### src/rtl/if_id_pipe_reg.sv
// ============================================================================
// Module   : if_id_pipe_reg
// Brief    : IF/ID pipeline register with stall hold, redirect bubble
//            injection and valid tracking. Optional perf counters are
//            enabled by defining IF_ID_PERF_EN.
// Revision : 1.0 - parametrised successor of the fixed 32-bit IF/ID latch
// ============================================================================
`default_nettype none

module if_id_pipe_reg #(
  parameter int                 PC_W         = 32,
  parameter int                 INSTR_W      = 32,
  parameter logic [INSTR_W-1:0] NOP_INSTR    = 32'h0000_0013,
  parameter int                 FLUSH_CYCLES = 2,
  parameter logic [PC_W-1:0]    RESET_PC     = '0
) (
  input  logic               clk,
  input  logic               rst,
  input  logic [PC_W-1:0]    pc_in,
  input  logic [INSTR_W-1:0] instr_in,
  input  logic               in_valid,
  input  logic               stall,
  input  logic               redirect,
  output logic [PC_W-1:0]    pc_out,
  output logic [INSTR_W-1:0] instr_out,
  output logic               out_valid,
  output logic               flushing
`ifdef IF_ID_PERF_EN
  ,
  output logic [31:0]        stall_cycles,
  output logic [31:0]        bubble_cycles
`endif
);

  generate
    if (FLUSH_CYCLES < 1 || FLUSH_CYCLES > 7) begin : g_bad_flush_cycles
      $error("if_id_pipe_reg: FLUSH_CYCLES must be in 1..7");
    end
  endgenerate

  // The redirect edge itself is the first bubble, so the counter covers the rest.
  localparam logic [2:0] c_FLUSH_RELOAD = 3'(FLUSH_CYCLES - 1);

  logic [PC_W-1:0]    r_pc;
  logic [INSTR_W-1:0] r_instr;
  logic               r_valid;
  logic [2:0]         r_flush_cnt;
  logic               w_flush_active;

  assign w_flush_active = (r_flush_cnt != 3'd0);

  always_ff @(posedge clk or posedge rst) begin
    if (rst) begin
      r_pc        <= RESET_PC;
      r_instr     <= NOP_INSTR;
      r_valid     <= 1'b0;
      r_flush_cnt <= 3'd0;
    end else if (redirect) begin
      r_pc        <= pc_in;
      r_instr     <= NOP_INSTR;
      r_valid     <= 1'b0;
      r_flush_cnt <= c_FLUSH_RELOAD;
    end else if (!stall) begin
      r_pc <= pc_in;
      if (w_flush_active) begin
        r_instr     <= NOP_INSTR;
        r_valid     <= 1'b0;
        r_flush_cnt <= r_flush_cnt - 3'd1;
      end else if (!in_valid) begin
        r_instr <= NOP_INSTR;
        r_valid <= 1'b0;
      end else begin
        r_instr <= instr_in;
        r_valid <= 1'b1;
      end
    end
  end

  assign pc_out    = r_pc;
  assign instr_out = r_instr;
  assign out_valid = r_valid;
  assign flushing  = w_flush_active;

`ifdef IF_ID_PERF_EN
  logic [31:0] r_stall_cycles;
  logic [31:0] r_bubble_cycles;
  logic        w_load_bubble;

  assign w_load_bubble = redirect | (!stall & (w_flush_active | !in_valid));

  always_ff @(posedge clk or posedge rst) begin
    if (rst) begin
      r_stall_cycles  <= 32'd0;
      r_bubble_cycles <= 32'd0;
    end else begin
      if (stall && !redirect) begin
        r_stall_cycles <= r_stall_cycles + 32'd1;
      end
      if (w_load_bubble) begin
        r_bubble_cycles <= r_bubble_cycles + 32'd1;
      end
    end
  end

  assign stall_cycles  = r_stall_cycles;
  assign bubble_cycles = r_bubble_cycles;
`endif

endmodule

`default_nettype wire

### config.mk
export PLATFORM = sky130hd
export DESIGN_NAME = if_id_pipe_reg
export DESIGN_NICKNAME = d
export VERILOG_FILES = /design/src/rtl/if_id_pipe_reg.sv
export SDC_FILE = /design/constraint.sdc
export NUM_CORES = 1
export LEC_CHECK = 0
export CAP_MARGIN = 20
export CORE_MARGIN = 2
export CORE_UTILIZATION = 42
export DETAILED_ROUTE_END_ITERATION = 8
export GPL_TIMING_DRIVEN = 1
export PLACE_DENSITY = 0.84
export SKIP_LAST_GASP = 1
export SYNTH_ARGS = -nofsm -noshare
export SYNTH_HDL_FRONTEND = slang
export SYNTH_SLANG_ARGS = --single-unit
### constraint.sdc
create_clock -name clk -period 2.45 [get_ports clk]
set_input_delay 0.245 -clock clk [delete_from_list [all_inputs] [get_ports clk]]
set_output_delay 0.245 -clock clk [all_outputs]
set_load 0.02 [all_outputs]
Word level (Yosys, flattened, before mapping)
Cells that the tools add are included.

Reduce and logical (&&, ||, !) cells: 3. Add/sub/neg operators: 1. Eq/ne operators: 1. Muxes and demuxes: 13.

Operator list (number): 2-to-1 mux 32 bit (6); 2-to-1 mux 3 bit (3); 2-to-1 mux 1 bit (4); nonzero test 3 bit (1); subtractor 3 x 1 -> 3 bit (second input constant) (1); inequality test 2 x 1 -> 1 bit (second input constant) (1); AND reduction 2 bit (1); nonzero test 2 bit (1).

Output and inout bits: 66. Register bits: 68.

Depth between registers and ports, before layout
Gate-level depths: netlist (run 1).

Depth in word-level cells: 4. Gate-level depth with buffers: 7. Mapped depth without buffers: 5.

Least setup slack after synthesis (run 1)
Ideal clock, no wire load.

Kind: reg-to-reg. Start: register r_flush_cnt[0]. End: register r_flush_cnt[0]. Arrival time: 1.327 ns. Stages on the path, launching flop included: 7. Setup slack: 0.986 ns. Cells stage by stage: dfrtp_1 > inv_1 > ha_1 > ha_1 > buf_2 > nor3_1 > or3b_2.

Word-level cells in the longest chain between the ends: 4.

RTL lines: start: declaration (line 47) `logic [2:0] r_flush_cnt;`; start signal: assignment (line 62) `r_flush_cnt <= c_FLUSH_RELOAD;`; start signal: assignment (line 68) `r_flush_cnt <= r_flush_cnt - 3'd1;`; subtractor 3 x 1 -> 3 bit (line 68); 2-to-1 mux 3 bit (line 65) `if (w_flush_active) begin`; 2-to-1 mux 3 bit (line 63) `end else if (!stall) begin`; 2-to-1 mux 3 bit (line 58) `end else if (redirect) begin`.

Parallel ways exist; a longest one is shown, timed or not. The select of a mux whose other input is x is not followed. A chain may end at the register's enable or synchronous reset.

Worst setup path in the final report (run 1)
Start: register r_flush_cnt[0]. End: output port flushing.

Word-level cells in the longest chain between the ends: 1.

RTL lines: nonzero test 3 bit (line 50) `assign w_flush_active = (r_flush_cnt != 3'd0);`; end: declaration (line 27) `output logic flushing`.

Every way passes these cells.

==> results of run 1 <==
==> cell usage in the layout (no fill, tap or decap), drive strengths merged <==
cell           count
a21oi             32
buf                8
bufinv             1
clkbuf            11
clkdlybuf4s50    133
clkinv             1
clkinvlp           2
dfrtp             65
dfstp              3
ha                 2
inv                6
mux2              32
nand2             30
nand2b             1
nand3b             1
nand4b            29
nor2b              3
nor3               1
nor4bb             3
o21ai              3
o21bai             3
or3                2
or3b               1
==> flip-flops by register name, summed over array words and instances, names as in the netlist <==
name and count:
instr_out 32, pc_out 32, r_flush_cnt 3, out_valid 1
==> power breakdown <==
part | switching, mW | internal (mW) | leakage (nW)
clock network | 0.421 | 0.527 | 0.102
registers | 0.0341 | 1.18 | 0.860
logic | 0.236 | 0.300 | 0.981
==> cell type report <==
type / instances / area, µm² / area share
clock inverter: 5 / 58.81 / 0.01273
clock buffer: 11 / 151.4 / 0.03278
multi-input combinational: 143 / 1159 / 0.2509
timing repair buffer: 141 / 1401 / 0.3034
tap: 99 / 123.9 / 0.02682
sequential: 68 / 1705 / 0.3693
inverter: 5 / 18.77 / 0.004064
==> metal layers <==
| metal | wire [µm] | track usage | up-vias |
|---|---|---|---|
| met2 | 3488 | 0.2875 | 108 |
| met5 | 0 | 0 | - |
| li1 | - | - | 1102 |
| met1 | 3396 | 0.2610 | 1111 |
| met3 | 650 | 0.05725 | 7 |
| met4 | 67 | 0.05834 | 0 |
==> final timing paths <==
path	startpoint	to
worst max-delay path	r_flush_cnt[0]	flushing
max in group asynchronous	rst	instr_out[0]
worst max register to register	r_flush_cnt[0]	r_flush_cnt[0]
worst min-delay path	rst	instr_out[16]
worst min register to register	pc_out[10]	pc_out[10]
min in group clk	stall	instr_out[10]
==> cell families after synthesis <==
| logic type | synth area share |
|---|---|
| AND/OR/NAND/NOR | 0.1518 |
| flip-flops | 0.5593 |
| AO/OA/AOI/OAI | 0.06483 |
| multiplexers | 0.1551 |
| buffers and inverters | 0.06073 |
| adder cells (fa/ha/maj) | 0.008205 |
==> per-stage QoR <==
step | power, mW | std cells | utilization
CTS | 2.733 | 472 | 0.6471
global placement | 1.763 | 456 | 0.6176
global route | 2.826 | 472 | 0.6471
detailed placement | 1.778 | 456 | 0.6176
finish | 2.702 | 472 | 0.6471
floorplan | 1.514 | 239 | -
==> critical path, stage by stage, from the launching register on <==
cell and delay [ns]:
dfrtp_1 0.37, inv_1 0.05, ha_1 0.20, ha_1 0.20, buf_4 0.17, inv_1 0.06, clkdlybuf4s50_1 0.59
==> qor.txt, run 1 <==
Status -> finished, final reports clean
Layout net count -> 439
Ant diodes -> 0
Cell variety after synth -> 23
Via/cell ratio -> 4.932
Startpoint Class -> flip-flop
Seq cells post-synth -> 68
Iter 0 DRT Violations -> 91
CTS tree -> yes
Final setup TNS -> 0 ns
First-pass GRT wire length -> 11,430 µm
Antenna Nets Post-Route -> 0
WHS -> 0.2682 ns
Number of global-route vias before repair -> 2,281
Main flop type after synthesis -> dfrtp_1
Die width -> 89.21 µm
Mean area per synthesized cell -> 12.76 µm²
Worst path arrival time -> 1.97 ns
Synth area leader -> dfrtp_1
Top-area cell type share of the netlist area -> 0.5334
Tcrit/Tclk final -> 0.9029
WP data required -> 2.20 ns
Die height -> 89.21 µm
Drc violations -> 0
Resize count post-CTS -> 0
Crit-path max FO -> 10
Core Rows -> 31
Area added between synthesis and finish -> 51.46%
Final WL -> 7602 µm
DP Area -> 4408 µm²
PortBufs -> 134
Most frequent cells after synthesis -> dfrtp_1, a21oi_1, mux2_4, nand2_1, nand4b_1
Slew margin rel. -> 0.5854
Pin count of the biggest net entering global routing -> 40
R2R cell count -> 6
Post-detail-place hpwl -> 5462 µm
H-tree levels -> 3
Synth top area cells -> dfrtp_1, mux2_4, nand4b_1
Tot GR Track Use -> 0.1889
Setup violators final -> 0
Lkg Pwr -> 1.942 nW
Clock Tree Root -> clkbuf_8
Synthesized cell area -> 3049 µm²
Final instance area -> 4618 µm²
Final hold vios -> 0
Gate Count Post-Synth -> 239
Reg clk slew, reported paths -> 0.08 ns
Post-CTS Setup Inserts -> 0
Worst VDD drop -> 0.2898 mV
Final worst path period need -> 2.212 ns
RSZ-0062 raised after global routing -> false
Dpl ws -> 0.5879 ns
IO Pins -> 135
Seq/Total Area, Yosys -> 0.5593
Initial antenna violation count -> 0
Clock buffer depth -> 2
Power Density -> 585.0 nW/µm²
Fmax -> 452.0 MHz
Die footprint -> 7958 µm²
WS Path Type -> reg -> out
Drt pass-1 iters -> 5
Synth Warn # -> 0
Placeable core area -> 7137 µm²
Fraction of layout cells with a size suffix above 1 -> 0.1662
Max Clock Skew -> 0.008237 ns
Cts bufs inserted -> 9
R2R setup slack -> 0.65 ns
Cell with the most instances after synthesis -> dfrtp_1
Fin. max-slew vios -> 0
Post-CTS Hold Buffers -> 0
CTS sink cnt -> 68
Synthesized Nets -> 310
Remaining global-route overflow -> 0
Type of the most critical hold path -> in -> async
Slew @ Worst Pin -> 0.6199 ns
FILL cells -> 554
Fraction of registers with async set/reset -> 1.000
Max Cap Viol -> 0
Worst-Skew Late Latency -> 0.33 ns
CP endpoint kind -> primary output
Post-synth EDFFs -> 0
Starting Density -> 0.4272
PnR worst setup slack -> 0.2378 ns
GPL Wtd Cong -> 0.7350
Vias -> 2,328
Routed WL per cell -> 16.11 µm
(Power assumes the default switching activity.)
==> run 2, diff against run 1 <==
CORE_MARGIN = unset   (was 2)
SLEW_MARGIN = 25   (was unset)
==> qor.txt, run 2 (same netlist as run 1, synthesis figures left out) <==
Drc violations -> 0
Total net switching power -> 0.6958 mW
Tot GR Track Use -> 0.2090
Status -> finished, final reports clean
Lkg Pwr -> 1.915 nW
Max Cap Viol -> 0
Initial antenna violation count -> 0
Slew margin rel. -> 0.5864
Final WL -> 7765 µm
Switching Share -> 0.2746
Startpoint Class -> flip-flop
Clock buffer depth -> 2
Setup violators final -> 0
CTS sink cnt -> 68
WP data required -> 2.20 ns
DP Area -> 4384 µm²
Post-detail-place hpwl -> 5388 µm
Core Rows -> 30
First-pass GRT wire length -> 12,100 µm
Clock network power share -> 0.309
CTS tree -> yes
Commonest non-fill, non-tap cell in the layout -> clkdlybuf4s50_1
Worst VDD drop -> 0.2483 mV
Worst-Skew Late Latency -> 0.33 ns
Dpl ws -> 0.6489 ns
Die width -> 87.21 µm
Cts bufs inserted -> 9
Final instance area -> 4552 µm²
WHS -> 0.3125 ns
Resize count post-CTS -> 0
Drt pass-1 iters -> 6
Total Power Consumption -> 2.534 mW
Most frequent cells in the layout -> clkdlybuf4s50_1, dfrtp_1, a21oi_1, nand2_1, mux2_4
Via/cell ratio -> 4.974
Placed Cells -> 452
Sequential share of power -> 0.481
Ant diodes -> 0
Max Clock Skew -> 0.004786 ns
Antenna Nets Post-Route -> 0
WS Path Type -> reg -> out
Die footprint -> 7605 µm²
Fin. max-slew vios -> 0
Pin count of the biggest net entering global routing -> 42
H-tree levels -> 3
Crit-path max FO -> 3
Die height -> 87.21 µm
Clock Tree Root -> clkbuf_8
CP endpoint kind -> primary output
Starting Density -> 0.4415
Slew @ Worst Pin -> 0.6195 ns
Final worst path period need -> 2.055 ns
Iter 0 DRT Violations -> 67
Layout net count -> 438
Vias -> 2,328
Finished Layout Cells -> 468
Post-CTS Hold Buffers -> 0
Post-layout util -> 0.6591
Power Density -> 556.7 nW/µm²
Fraction of layout cells with a size suffix above 1 -> 0.1640
Fmax -> 486.7 MHz
Final hold vios -> 0
PortBufs -> 134
Post-CTS Setup Inserts -> 0
PnR worst setup slack -> 0.3954 ns
Reg clk slew, reported paths -> 0.08 ns
RSZ-0062 raised after global routing -> false
Gate power share -> 0.210
Tcrit/Tclk final -> 0.8386
Number of global-route vias before repair -> 2,415
GPL Wtd Cong -> 0.7062
IO Pins -> 135
Int Pwr -> 1.838 mW
Type of the most critical hold path -> in -> async
Routed WL per cell -> 16.59 µm
Final setup TNS -> 0 ns
Area added between synthesis and finish -> 49.28%
Remaining global-route overflow -> 0
Placeable core area -> 6907 µm²
Worst path arrival time -> 1.81 ns
## run 2: cell types whose count changed in the layout (fill, tap and decap cells not counted)
cell,previous run,this run
clkbuf_8,11,9
clkinv_2,1,4
inv_6,1,0
buf_12,1,0
clkinv_4,0,1
bufinv_16,1,0
## run 2: layout make-up
| class | instances | area (µm²) |
|---|---|---|
| fill | 562 | 2355 |
| sequential | 68 | 1705 |
| timing repair buffer | 140 | 1381 |
| multi-input combinational | 143 | 1159 |
| clock buffer | 9 | 123.9 |
| tap | 96 | 120.1 |
| clock inverter | 7 | 43.79 |
| inverter | 5 | 18.77 |
## run 2: worst paths after layout
kind                       cells past startpoint      startpoint  slack, ns        endpoint
setup / recovery                               5  r_flush_cnt[0]       0.40        flushing
hold / removal                                 2             rst       0.31       pc_out[4]
hold reg to reg                                1      pc_out[17]       0.51      pc_out[17]
setup reg to reg                               6  r_flush_cnt[0]       0.61  r_flush_cnt[0]
max in group asynchronous                      3             rst       1.40      pc_out[15]
min in group clk                               3           stall       0.41    instr_out[5]
## run 2: critical path: stages (launching register included)
cell and delay (ns):
dfrtp_1 0.36, inv_1 0.05, ha_1 0.20, ha_1 0.19, inv_1 0.05, clkdlybuf4s50_1 0.62
## run 2: power by group through the flow
stage	Clock (mW)	Combinational, mW	Sequential, mW
after floorplan	0	0.210	1.30
after global placement	0	0.521	1.24
after detailed placement	0	0.534	1.24
after CTS	0.812	0.537	1.22
after global routing	0.857	0.568	1.22
final	0.784	0.532	1.22
## run 2: routing by layer
layer  vias up  track usage  wire length (µm)
met2       108       0.3336              3569
met1      1112       0.2734              3396
met3        11      0.05877               684
li1       1097            -                 -
met4         0      0.07452               114
met5         -            0                 0
